==> src/rtl/pipeline_hazard_unit_if.sv <==
// Control bundle between the pipeline datapath and the hazard unit.
// The datapath drives the condition inputs; the hazard unit returns the stall/flush controls.
interface pipeline_hazard_unit_if #(
  parameter int NUM_STAGES     = 5,
  parameter int REG_ADDR_WIDTH = 5,
  parameter int CNT_WIDTH      = 32
);
  logic                      icache_op_done;
  logic                      dcache_req;
  logic                      dcache_op_done;
  logic                      e_multicycle;
  logic                      alu_op_done;
  logic                      e_mem_read;
  logic                      e_reg_write;
  logic [REG_ADDR_WIDTH-1:0] e_rd;
  logic [REG_ADDR_WIDTH-1:0] d_rs1;
  logic [REG_ADDR_WIDTH-1:0] d_rs2;
  logic                      d_uses_rs1;
  logic                      d_uses_rs2;
  logic                      branch_taken;
  logic                      increase_pc;
  logic [NUM_STAGES-1:0]     stall;
  logic [NUM_STAGES-1:0]     flush;
  logic [CNT_WIDTH-1:0]      stall_cycles;
  logic                      timeout_err;

  modport master (
    output icache_op_done, dcache_req, dcache_op_done, e_multicycle, alu_op_done,
           e_mem_read, e_reg_write, e_rd, d_rs1, d_rs2, d_uses_rs1, d_uses_rs2,
           branch_taken,
    input  increase_pc, stall, flush, stall_cycles, timeout_err
  );

  modport slave (
    input  icache_op_done, dcache_req, dcache_op_done, e_multicycle, alu_op_done,
           e_mem_read, e_reg_write, e_rd, d_rs1, d_rs2, d_uses_rs1, d_uses_rs2,
           branch_taken,
    output increase_pc, stall, flush, stall_cycles, timeout_err
  );
endinterface

==> src/rtl/pipeline_hazard_unit.sv <==
// Stall/flush arbiter for an in-order pipeline: prioritised hazard response, wait-state FSM
// with a per-wait watchdog, and a saturating count of cycles where the PC could not advance.
module pipeline_hazard_unit #(
  parameter int NUM_STAGES     = 5,
  parameter int EX_STAGE       = 2,
  parameter int MEM_STAGE      = 3,
  parameter int REG_ADDR_WIDTH = 5,
  parameter int CNT_WIDTH      = 32,
  parameter int TIMEOUT        = 1024
) (
  input logic                  clk,
  input logic                  rst_n,
  pipeline_hazard_unit_if.slave hz
);

  typedef enum logic [1:0] {RUN, I_WAIT, D_WAIT, A_WAIT} state_t;

  localparam logic [16:0] TIMEOUT_L = 17'(TIMEOUT);

  state_t                state, state_nxt;
  logic                  drop_fetch;
  logic [15:0]           wait_cnt;
  logic [16:0]           wait_inc;
  logic [CNT_WIDTH-1:0]  stall_cnt;
  logic                  timeout_q;

  logic                  d_miss, a_busy, load_use, branch, i_miss;
  logic                  branch_act, i_miss_act;
  logic [NUM_STAGES-1:0] stall_c, flush_c;
  logic                  inc_pc;

  assign d_miss   = hz.dcache_req & ~hz.dcache_op_done;
  assign a_busy   = hz.e_multicycle & ~hz.alu_op_done;
  assign load_use = hz.e_mem_read & hz.e_reg_write & (hz.e_rd != '0) &
                    ((hz.d_uses_rs1 & (hz.d_rs1 == hz.e_rd)) |
                     (hz.d_uses_rs2 & (hz.d_rs2 == hz.e_rd)));
  assign branch   = hz.branch_taken;
  assign i_miss   = ~hz.icache_op_done;

  // A branch shares the top slot with an I-cache miss: the redirect wins, the miss keeps waiting.
  assign branch_act = branch & ~d_miss & ~a_busy & ~load_use;
  assign i_miss_act = i_miss & ~d_miss & ~a_busy & ~load_use;

  // NOTE: every signal driven here gets a default first, so no path leaves a latch behind.
  always_comb begin
    stall_c = '0;
    flush_c = '0;
    inc_pc  = 1'b1;
    if (d_miss) begin
      inc_pc = 1'b0;
      for (int s = 0; s < NUM_STAGES; s++) begin
        stall_c[s] = (s <= MEM_STAGE);
        flush_c[s] = (s == MEM_STAGE + 1);
      end
    end else if (a_busy) begin
      inc_pc = 1'b0;
      for (int s = 0; s < NUM_STAGES; s++) begin
        stall_c[s] = (s <= EX_STAGE);
        flush_c[s] = (s == EX_STAGE + 1);
      end
    end else if (load_use) begin
      inc_pc = 1'b0;
      for (int s = 0; s < NUM_STAGES; s++) begin
        stall_c[s] = (s < EX_STAGE);
        flush_c[s] = (s == EX_STAGE);
      end
    end else if (branch) begin
      for (int s = 0; s < NUM_STAGES; s++) begin
        flush_c[s] = (s >= 1) && (s <= EX_STAGE);
      end
    end else if (i_miss) begin
      inc_pc     = 1'b0;
      stall_c[0] = 1'b1;
      flush_c[1] = 1'b1;
    end
    if (drop_fetch) flush_c[1] = 1'b1;
  end

  always_comb begin
    state_nxt = RUN;
    if (d_miss) begin
      state_nxt = D_WAIT;
    end else if (a_busy) begin
      state_nxt = (state == D_WAIT) ? D_WAIT : A_WAIT;
    end else if (i_miss && (i_miss_act || state == I_WAIT)) begin
      state_nxt = I_WAIT;
    end
  end

  // Controls must reach the stage registers on the same edge, so they stay combinational;
  // reset forces every stage to a bubble and freezes the PC.
  assign hz.stall        = rst_n ? stall_c : '0;
  assign hz.flush        = rst_n ? flush_c : '1;
  assign hz.increase_pc  = rst_n & inc_pc;
  assign hz.stall_cycles = stall_cnt;
  assign hz.timeout_err  = timeout_q;

  assign wait_inc = {1'b0, wait_cnt} + 17'd1;

  // NOTE: all state is updated with non-blocking assignments so every register samples
  // pre-edge values, and all of it is cleared asynchronously so nothing outlives a reset.
  always_ff @(posedge clk or negedge rst_n) begin
    if (!rst_n) begin
      state      <= RUN;
      drop_fetch <= 1'b0;
      wait_cnt   <= '0;
      stall_cnt  <= '0;
      timeout_q  <= 1'b0;
    end else begin
      state <= state_nxt;

      if (state_nxt != state || state == RUN) begin
        wait_cnt <= '0;
      end else if (wait_cnt != '1) begin
        wait_cnt <= wait_cnt + 16'd1;
      end

      if (state != RUN && state_nxt == state && wait_inc >= TIMEOUT_L) begin
        timeout_q <= 1'b1;
      end

      // The line returning after a redirect belongs to the old path and must be discarded.
      if (hz.icache_op_done) begin
        drop_fetch <= 1'b0;
      end else if (branch_act && state == I_WAIT) begin
        drop_fetch <= 1'b1;
      end

      if (!inc_pc && stall_cnt != '1) begin
        stall_cnt <= stall_cnt + 1'b1;
      end
    end
  end

endmodule

==> src/flat_wrapper.sv <==
// flat-port wrapper written by rule: the top's interface ports become plain ports
module pipeline_hazard_unit_flat 
#(
  parameter int NUM_STAGES     = 5,
  parameter int EX_STAGE       = 2,
  parameter int MEM_STAGE      = 3,
  parameter int REG_ADDR_WIDTH = 5,
  parameter int CNT_WIDTH      = 32,
  parameter int TIMEOUT        = 1024
)
  (clk, rst_n, hz_icache_op_done, hz_dcache_req, hz_dcache_op_done, hz_e_multicycle, hz_alu_op_done, hz_e_mem_read, hz_e_reg_write, hz_e_rd, hz_d_rs1, hz_d_rs2, hz_d_uses_rs1, hz_d_uses_rs2, hz_branch_taken, hz_increase_pc, hz_stall, hz_flush, hz_stall_cycles, hz_timeout_err);
  pipeline_hazard_unit_if #(.NUM_STAGES(NUM_STAGES), .REG_ADDR_WIDTH(REG_ADDR_WIDTH), .CNT_WIDTH(CNT_WIDTH)) hz_i ();
  input logic clk;
  input logic rst_n;
  input wire logic [$bits(hz_i.icache_op_done)-1:0] hz_icache_op_done;
  input wire logic [$bits(hz_i.dcache_req)-1:0] hz_dcache_req;
  input wire logic [$bits(hz_i.dcache_op_done)-1:0] hz_dcache_op_done;
  input wire logic [$bits(hz_i.e_multicycle)-1:0] hz_e_multicycle;
  input wire logic [$bits(hz_i.alu_op_done)-1:0] hz_alu_op_done;
  input wire logic [$bits(hz_i.e_mem_read)-1:0] hz_e_mem_read;
  input wire logic [$bits(hz_i.e_reg_write)-1:0] hz_e_reg_write;
  input wire logic [$bits(hz_i.e_rd)-1:0] hz_e_rd;
  input wire logic [$bits(hz_i.d_rs1)-1:0] hz_d_rs1;
  input wire logic [$bits(hz_i.d_rs2)-1:0] hz_d_rs2;
  input wire logic [$bits(hz_i.d_uses_rs1)-1:0] hz_d_uses_rs1;
  input wire logic [$bits(hz_i.d_uses_rs2)-1:0] hz_d_uses_rs2;
  input wire logic [$bits(hz_i.branch_taken)-1:0] hz_branch_taken;
  output wire logic [$bits(hz_i.increase_pc)-1:0] hz_increase_pc;
  output wire logic [$bits(hz_i.stall)-1:0] hz_stall;
  output wire logic [$bits(hz_i.flush)-1:0] hz_flush;
  output wire logic [$bits(hz_i.stall_cycles)-1:0] hz_stall_cycles;
  output wire logic [$bits(hz_i.timeout_err)-1:0] hz_timeout_err;
  assign hz_i.icache_op_done = hz_icache_op_done;
  assign hz_i.dcache_req = hz_dcache_req;
  assign hz_i.dcache_op_done = hz_dcache_op_done;
  assign hz_i.e_multicycle = hz_e_multicycle;
  assign hz_i.alu_op_done = hz_alu_op_done;
  assign hz_i.e_mem_read = hz_e_mem_read;
  assign hz_i.e_reg_write = hz_e_reg_write;
  assign hz_i.e_rd = hz_e_rd;
  assign hz_i.d_rs1 = hz_d_rs1;
  assign hz_i.d_rs2 = hz_d_rs2;
  assign hz_i.d_uses_rs1 = hz_d_uses_rs1;
  assign hz_i.d_uses_rs2 = hz_d_uses_rs2;
  assign hz_i.branch_taken = hz_branch_taken;
  assign hz_increase_pc = hz_i.increase_pc;
  assign hz_stall = hz_i.stall;
  assign hz_flush = hz_i.flush;
  assign hz_stall_cycles = hz_i.stall_cycles;
  assign hz_timeout_err = hz_i.timeout_err;
  pipeline_hazard_unit #(.NUM_STAGES(NUM_STAGES), .EX_STAGE(EX_STAGE), .MEM_STAGE(MEM_STAGE), .REG_ADDR_WIDTH(REG_ADDR_WIDTH), .CNT_WIDTH(CNT_WIDTH), .TIMEOUT(TIMEOUT)) u_core (.clk(clk), .rst_n(rst_n), .hz(hz_i));
endmodule
==> config.mk <==
export PLATFORM = sky130hd
export DESIGN_NAME = pipeline_hazard_unit_flat
export DESIGN_NICKNAME = d
export VERILOG_FILES = /design/src/rtl/pipeline_hazard_unit_if.sv /design/src/rtl/pipeline_hazard_unit.sv /design/src/flat_wrapper.sv
export SDC_FILE = /design/constraint.sdc
export NUM_CORES = 1
export LEC_CHECK = 0
export ABC_AREA = 1
export BUFFER_PORTS_ARGS = -buffer_cell sky130_fd_sc_hd__buf_2
export CAP_MARGIN = 20
export CORE_ASPECT_RATIO = 0.75
export CORE_MARGIN = 2
export CORE_UTILIZATION = 44
export DETAILED_ROUTE_END_ITERATION = 6
export PLACE_DENSITY_LB_ADDON = 0.15
export SLEW_MARGIN = 20
export SYNTH_ARGS = -nofsm -noshare
export SYNTH_HDL_FRONTEND = slang
export SYNTH_SLANG_ARGS = --single-unit
==> constraint.sdc <==
create_clock -name clk -period 4 [get_ports clk]
set_input_delay 0.8 -clock clk [delete_from_list [all_inputs] [get_ports clk]]
set_output_delay 0.8 -clock clk [all_outputs]
set_load 0.005 [all_outputs]
# Yosys cells after proc, flatten, opt, wreduce, memory -nomap -nowiden

Index checks and enable logic that the tools add are counted.

$mul: 0
Equality and inequality tests: 8
Bitwise gates (word level): 21
Reductions and logical operators: 13
Divide/modulo/power cells: 0
Add/subtract/negate cells: 3
Shift-type cells: 0
Order comparisons: 1
Mux-type cells: 27

Operators with widths:

| cell                    | count |
|---|---|
| $mux W5                 | 7 |
| $add A32 B1 Y32 const B | 1 |
| $mux W16                | 2 |
| $ne A32 B32 Y1 const B  | 1 |
| $add A16 B1 Y17 const B | 1 |
| $ge A17 B11 Y1 const B  | 1 |
| $add A16 B1 Y16 const B | 1 |
| $mux W1                 | 16 |
| $ne A16 B16 Y1 const B  | 1 |
| $and A1 B1 Y1           | 14 |
| $eq A5 B5 Y1            | 2 |
| $not A1 Y1              | 6 |
| $reduce_bool A2 Y1      | 3 |
| $logic_and A1 B1 Y1     | 5 |
| $reduce_bool A5 Y1      | 1 |
| $mux W2                 | 2 |
| $eq A2 B1 Y1 const B    | 1 |
| $eq A2 B2 Y1            | 1 |
| $eq A2 B2 Y1 const B    | 1 |
| $logic_not A2 Y1        | 1 |
| $logic_or A1 B1 Y1      | 2 |
| $ne A2 B2 Y1            | 1 |
| $logic_not A1 Y1        | 1 |
| $or A1 B1 Y1            | 1 |

RAM bits: 0
Flip-flop bits (word level): 52
Logic and storage cells: 78
Memories kept: 0
Input port bits: 27
Latch bits: 0
Output and inout bits: 44
ROM bits: 0

# Logic depth before layout (Yosys ltp)

Depth in word-level cells: 14
Mapped depth: 16
Gate-level depth less buffers: 15

# Worst setup path before layout

No wires, ideal clock.

Kind: input to output
From: in hz_e_rd[4]
To: out hz_increase_pc
Buffers on the path: 0
Required time: 3.200 ns
Stages on the path: 9
Data arrival time: 1.551 ns
Path slack: 1.649 ns
Path through: inv_1 nand2_1 nand2_1 nor2_1 nand3_1 nand2_1 a21oi_1 o21ai_2 nor2_1

Word-level cells in the longest chain between the ends: 8
Elaborated cells on any way between the ends: 12
Those cells by class: eq/ne: 2; mux: 3; bitwise: 6; reduce/logical: 1

RTL lines:

| what                             | RTL line                                               | source |
|---|---|---|
| from (decl)                      | flat_wrapper.sv:22                                     | `input wire logic [$bits(hz_i.e_rd)-1:0] hz_e_rd;` |
| $eq A5 B5 Y1 (on tied branches)  | pipeline_hazard_unit.sv:35, pipeline_hazard_unit.sv:36 |  |
| $and A1 B1 Y1 (on tied branches) | pipeline_hazard_unit.sv:35, pipeline_hazard_unit.sv:36 |  |
| $or A1 B1 Y1                     | pipeline_hazard_unit.sv:35                             | `((hz.d_uses_rs1 & (hz.d_rs1 == hz.e_rd)) \|` |
| $and A1 B1 Y1 *                  | pipeline_hazard_unit.sv:34                             | `assign load_use = hz.e_mem_read & hz.e_reg_write & (hz.e_rd != '0) &` |
| $mux W1 *                        | pipeline_hazard_unit.sv:61                             | `end else if (load_use) begin` |
| $mux W1 *                        | pipeline_hazard_unit.sv:55                             | `end else if (a_busy) begin` |
| $mux W1 *                        | pipeline_hazard_unit.sv:49                             | `if (d_miss) begin` |
| $and A1 B1 Y1 *                  | pipeline_hazard_unit.sv:94                             | `assign hz.increase_pc = rst_n & inc_pc;` |
| to (decl)                        | flat_wrapper.sv:28                                     | `output wire logic [$bits(hz_i.increase_pc)-1:0] hz_increase_pc;` |

Every way passes the cells marked *; elsewhere a longest branch is shown, timed or not.

# Worst setup path after layout

From: in hz_e_rd[0]
To: out hz_stall[0]

Word-level cells in the longest chain between the ends: 8
Elaborated cells on any way between the ends: 12
Those cells by class: eq/ne: 2; mux: 4; bitwise: 5; reduce/logical: 1

RTL lines:

| what                             | RTL line                                               | source |
|---|---|---|
| $eq A5 B5 Y1 (on tied branches)  | pipeline_hazard_unit.sv:35, pipeline_hazard_unit.sv:36 |  |
| $and A1 B1 Y1 (on tied branches) | pipeline_hazard_unit.sv:35, pipeline_hazard_unit.sv:36 |  |
| $or A1 B1 Y1                     | pipeline_hazard_unit.sv:35                             |  |
| $and A1 B1 Y1 *                  | pipeline_hazard_unit.sv:34                             |  |
| $mux W1 *                        | pipeline_hazard_unit.sv:61                             |  |
| $mux W5 *                        | pipeline_hazard_unit.sv:55                             |  |
| $mux W5 *                        | pipeline_hazard_unit.sv:49                             |  |
| $mux W5 *                        | pipeline_hazard_unit.sv:92                             | `assign hz.stall = rst_n ? stall_c : '0;` |
| to (decl)                        | flat_wrapper.sv:29                                     | `output wire logic [$bits(hz_i.stall)-1:0] hz_stall;` |

Marked as above.

==> results_dict.tcl <==
set metrics [dict create \
    status "completed" \
    max-vdd-ir-drop_mv 0.169 \
    worstHoldPathType "in2async" \
    slowest_delay_ns 0.26 \
    start_kind "input pin" \
    routed_wl_mm 8.18 \
    cts_root_buf "clkbuf_8" \
    ys_types 30 \
    synthFlopType "dfrtp_1" \
    die_w_um 106 \
    gp_congestion 0.935 \
    arrival_ns 1.91 \
    r2r_cells 10 \
    max_freq_mhz 369 \
    ys_seq_area_frac 0.375 \
    core_area_um2 7500 \
    via_per_inst 4.91 \
    ys_seq_elements 52 \
    diodes 0 \
    period_share 0.678 \
    grt_antenna_before_repair 0 \
    yosys-top-cells-count "nand2_1 (141), nor2_1 (69), inv_1 (68), dfrtp_1 (52), xor2_1 (27)" \
    initial_core_util 0.462 \
    slew_headroom 0.647 \
    synth_edf_count 0 \
    cts_resized 0 \
    grt_start_max_net_pins 42 \
    crit_fanout 5 \
    yosys.area.top_type "dfrtp_1" \
    drc 0 \
    post_drt_wl_per_cell_um 12.4 \
    slew_viol_final 0 \
    rows 27 \
    syn-num-nets 517 \
    overflow 0 \
    dp_hpwl_mm 6.39 \
    cts_made_buffers 5 \
    port_buffers 69 \
    p_leak_nw 2.06 \
    fillers 782 \
    die-height_um 80.9 \
    path_depth 10 \
    avgSynthCellArea_um2 7.12 \
    worst_r2r_endpoint "u_core.hz.stall_cycles[29]" \
    postCtsSetupRepairBufs 0 \
    grt_pass1_wl_mm 13.7 \
    final_antenna_net_count 0 \
    crit_family "compound AO/OA/AOI/OAI gates" \
    rsz0062_at_grt "false" \
    r2r_setup_slack_ns 1.58 \
    finClkSkew_ns 0.00462 \
    worst_pin_slew_ns 0.529 \
    clk_latency_ns 0.30 \
    slowest_stage "a21oi_1" \
    num_vias 3233 \
    yosysTopAreaCellShare 0.375 \
    clock_tree.buffer_depth 2 \
    path_class "in2out" \
    path_buf_inv 4 \
    syn_inst 487 \
    synthArstFlopShare 1.00 \
    yosys_warnings 0 \
    pin_count 71 \
    crit_chain "buf_2 -> nor2_1 -> nand4_1 -> nand3_1 -> inv_1 -> a21oi_1 -> o21ai_2 -> nand2_1 -> inv_1 -> buf_2" \
    utilization 0.529 \
    postCtsHoldBufs 0 \
    maxCapViolCount 0 \
    final_nets 587 \
    drt_first_iter_violations 207 \
    r2r-start "u_core.hz.stall_cycles[1]" \
    final_hold_viol_count 0 \
    path_clk_slew_ns 0.09 \
    cts_tree "built" \
    synth.top_cells.by_area "dfrtp_1 (38%), nand2_1 (15%), nor2_1 (7.5%)" \
    worstSetupEndpointType "output port" \
    setup_viol 0 \
    pwr_density_cell_nw_per_um2 323 \
    area_delta_synth_final_pct 14.4 \
    fin_crit_ns 2.71 \
    crit_end "hz_stall[0]" \
    worstPathRequired_ns 3.20 \
    drtPass1Iterations 5 \
    yosysMostFrequentCell "nand2_1" \
    layout-drive-gt1-share 0.181 \
    critPathLaunch "hz_e_rd[0]" \
    clock_sinks 52 \
    grtUsageTotal 0.200 \
    netlist_area_um2 3470 \
    dieArea_um2 8610 \
    htreeDepth 2 \
    grt_pass1_vias 2829 \
    fin_setup_tns_ns 0 \
]
-- area by class of cell --
| cell class | count | area, um^2 | share of cell area |
|---|---|---|---|
| tap | 101 | 126 | 0.0319 |
| multi-input combinational | 357 | 1830 | 0.461 |
| clock buffer | 8 | 90.1 | 0.0227 |
| timing repair buffer | 70 | 353 | 0.0890 |
| sequential | 52 | 1300 | 0.328 |
| inverter | 71 | 267 | 0.0672 |
-- layout by cell type, fill, tap and decap left out, types with 2 or more instances in the layout --
master / count
dfrtp_1: 52
o211ai_1: 2
o21ai_2: 9
clkbuf_8: 6
nand4_1: 11
clkbuf_1: 2
nor4_1: 5
o21ai_1: 4
nand3_2: 3
inv_1: 68
nand3b_1: 4
xor2_1: 27
nor2_1: 69
o21ai_0: 10
nor2_4: 3
inv_2: 3
nand2_1: 141
a21oi_1: 3
nor3_1: 20
buf_2: 69
ha_1: 3
nand2_2: 3
nand3_1: 26
xnor2_1: 8
-- how the worst min path moves through the flow --
stage,from,to,slack (ns),depth (start not counted)
floorplan,u_core.hz.timeout_err,u_core.hz.timeout_err,0.46,2
global placement,u_core.hz.timeout_err,u_core.hz.timeout_err,0.45,2
detailed placement,u_core.hz.timeout_err,u_core.hz.timeout_err,0.46,2
CTS,rst_n,u_core.hz.stall_cycles[30],0.40,1
global route,rst_n,u_core.hz.timeout_err,0.39,1
finish,rst_n,u_core.hz.timeout_err,0.39,1
-- power by group --
part           leakage, nW  internal [mW]  switching, mW
logic                 1.31          0.126          0.200
registers            0.700          0.581         0.0607
clock network       0.0455          0.142          0.172
total                 2.06          0.849          0.433
-- logic make-up (layout without fill, tap and decap cells) --
family	Yosys count	in the layout	share of synthesized area
DFF	52	52	0.375
buffers and inverters	78	149	0.0967
AOI/OAI and AO/OA	29	29	0.0538
adders and majority gates	3	3	0.0108
xor gates and xnor gates	36	36	0.0931
and+or+nand+nor	288	288	0.369
other	1	1	0.00108
-- metal layers --
layer,GRT usage,share of wire
met2,0.272,0.38
met5,0,0
met1,0.327,0.55
met3,0.0321,0.061
met4,0.0429,0.0084
-- stage by stage --
step           area (um^2)  worst slack, ns  total power [mW]  instances  hold slack [ns]
2_1_floorplan         3470             1.65             0.858        487            0.457
3_3_place_gp          3880             1.35             0.976        651            0.454
3_5_place_dp          3880             1.26             0.982        651            0.462
4_1_cts               3970             1.30              1.30        659            0.395
5_1_grt               3970             1.16              1.38        659            0.390
6_report              3970             1.29              1.28        659            0.390
-- state kept, by name, summed over array words and instances, names as in the netlist --
signal and count:
u_core.hz.stall_cycles 32, u_core.drop_fetch 1, u_core.state 2, u_core.wait_cnt 16, u_core.hz.timeout_err 1
No activity file was read; power rests on OpenSTA's default activity.
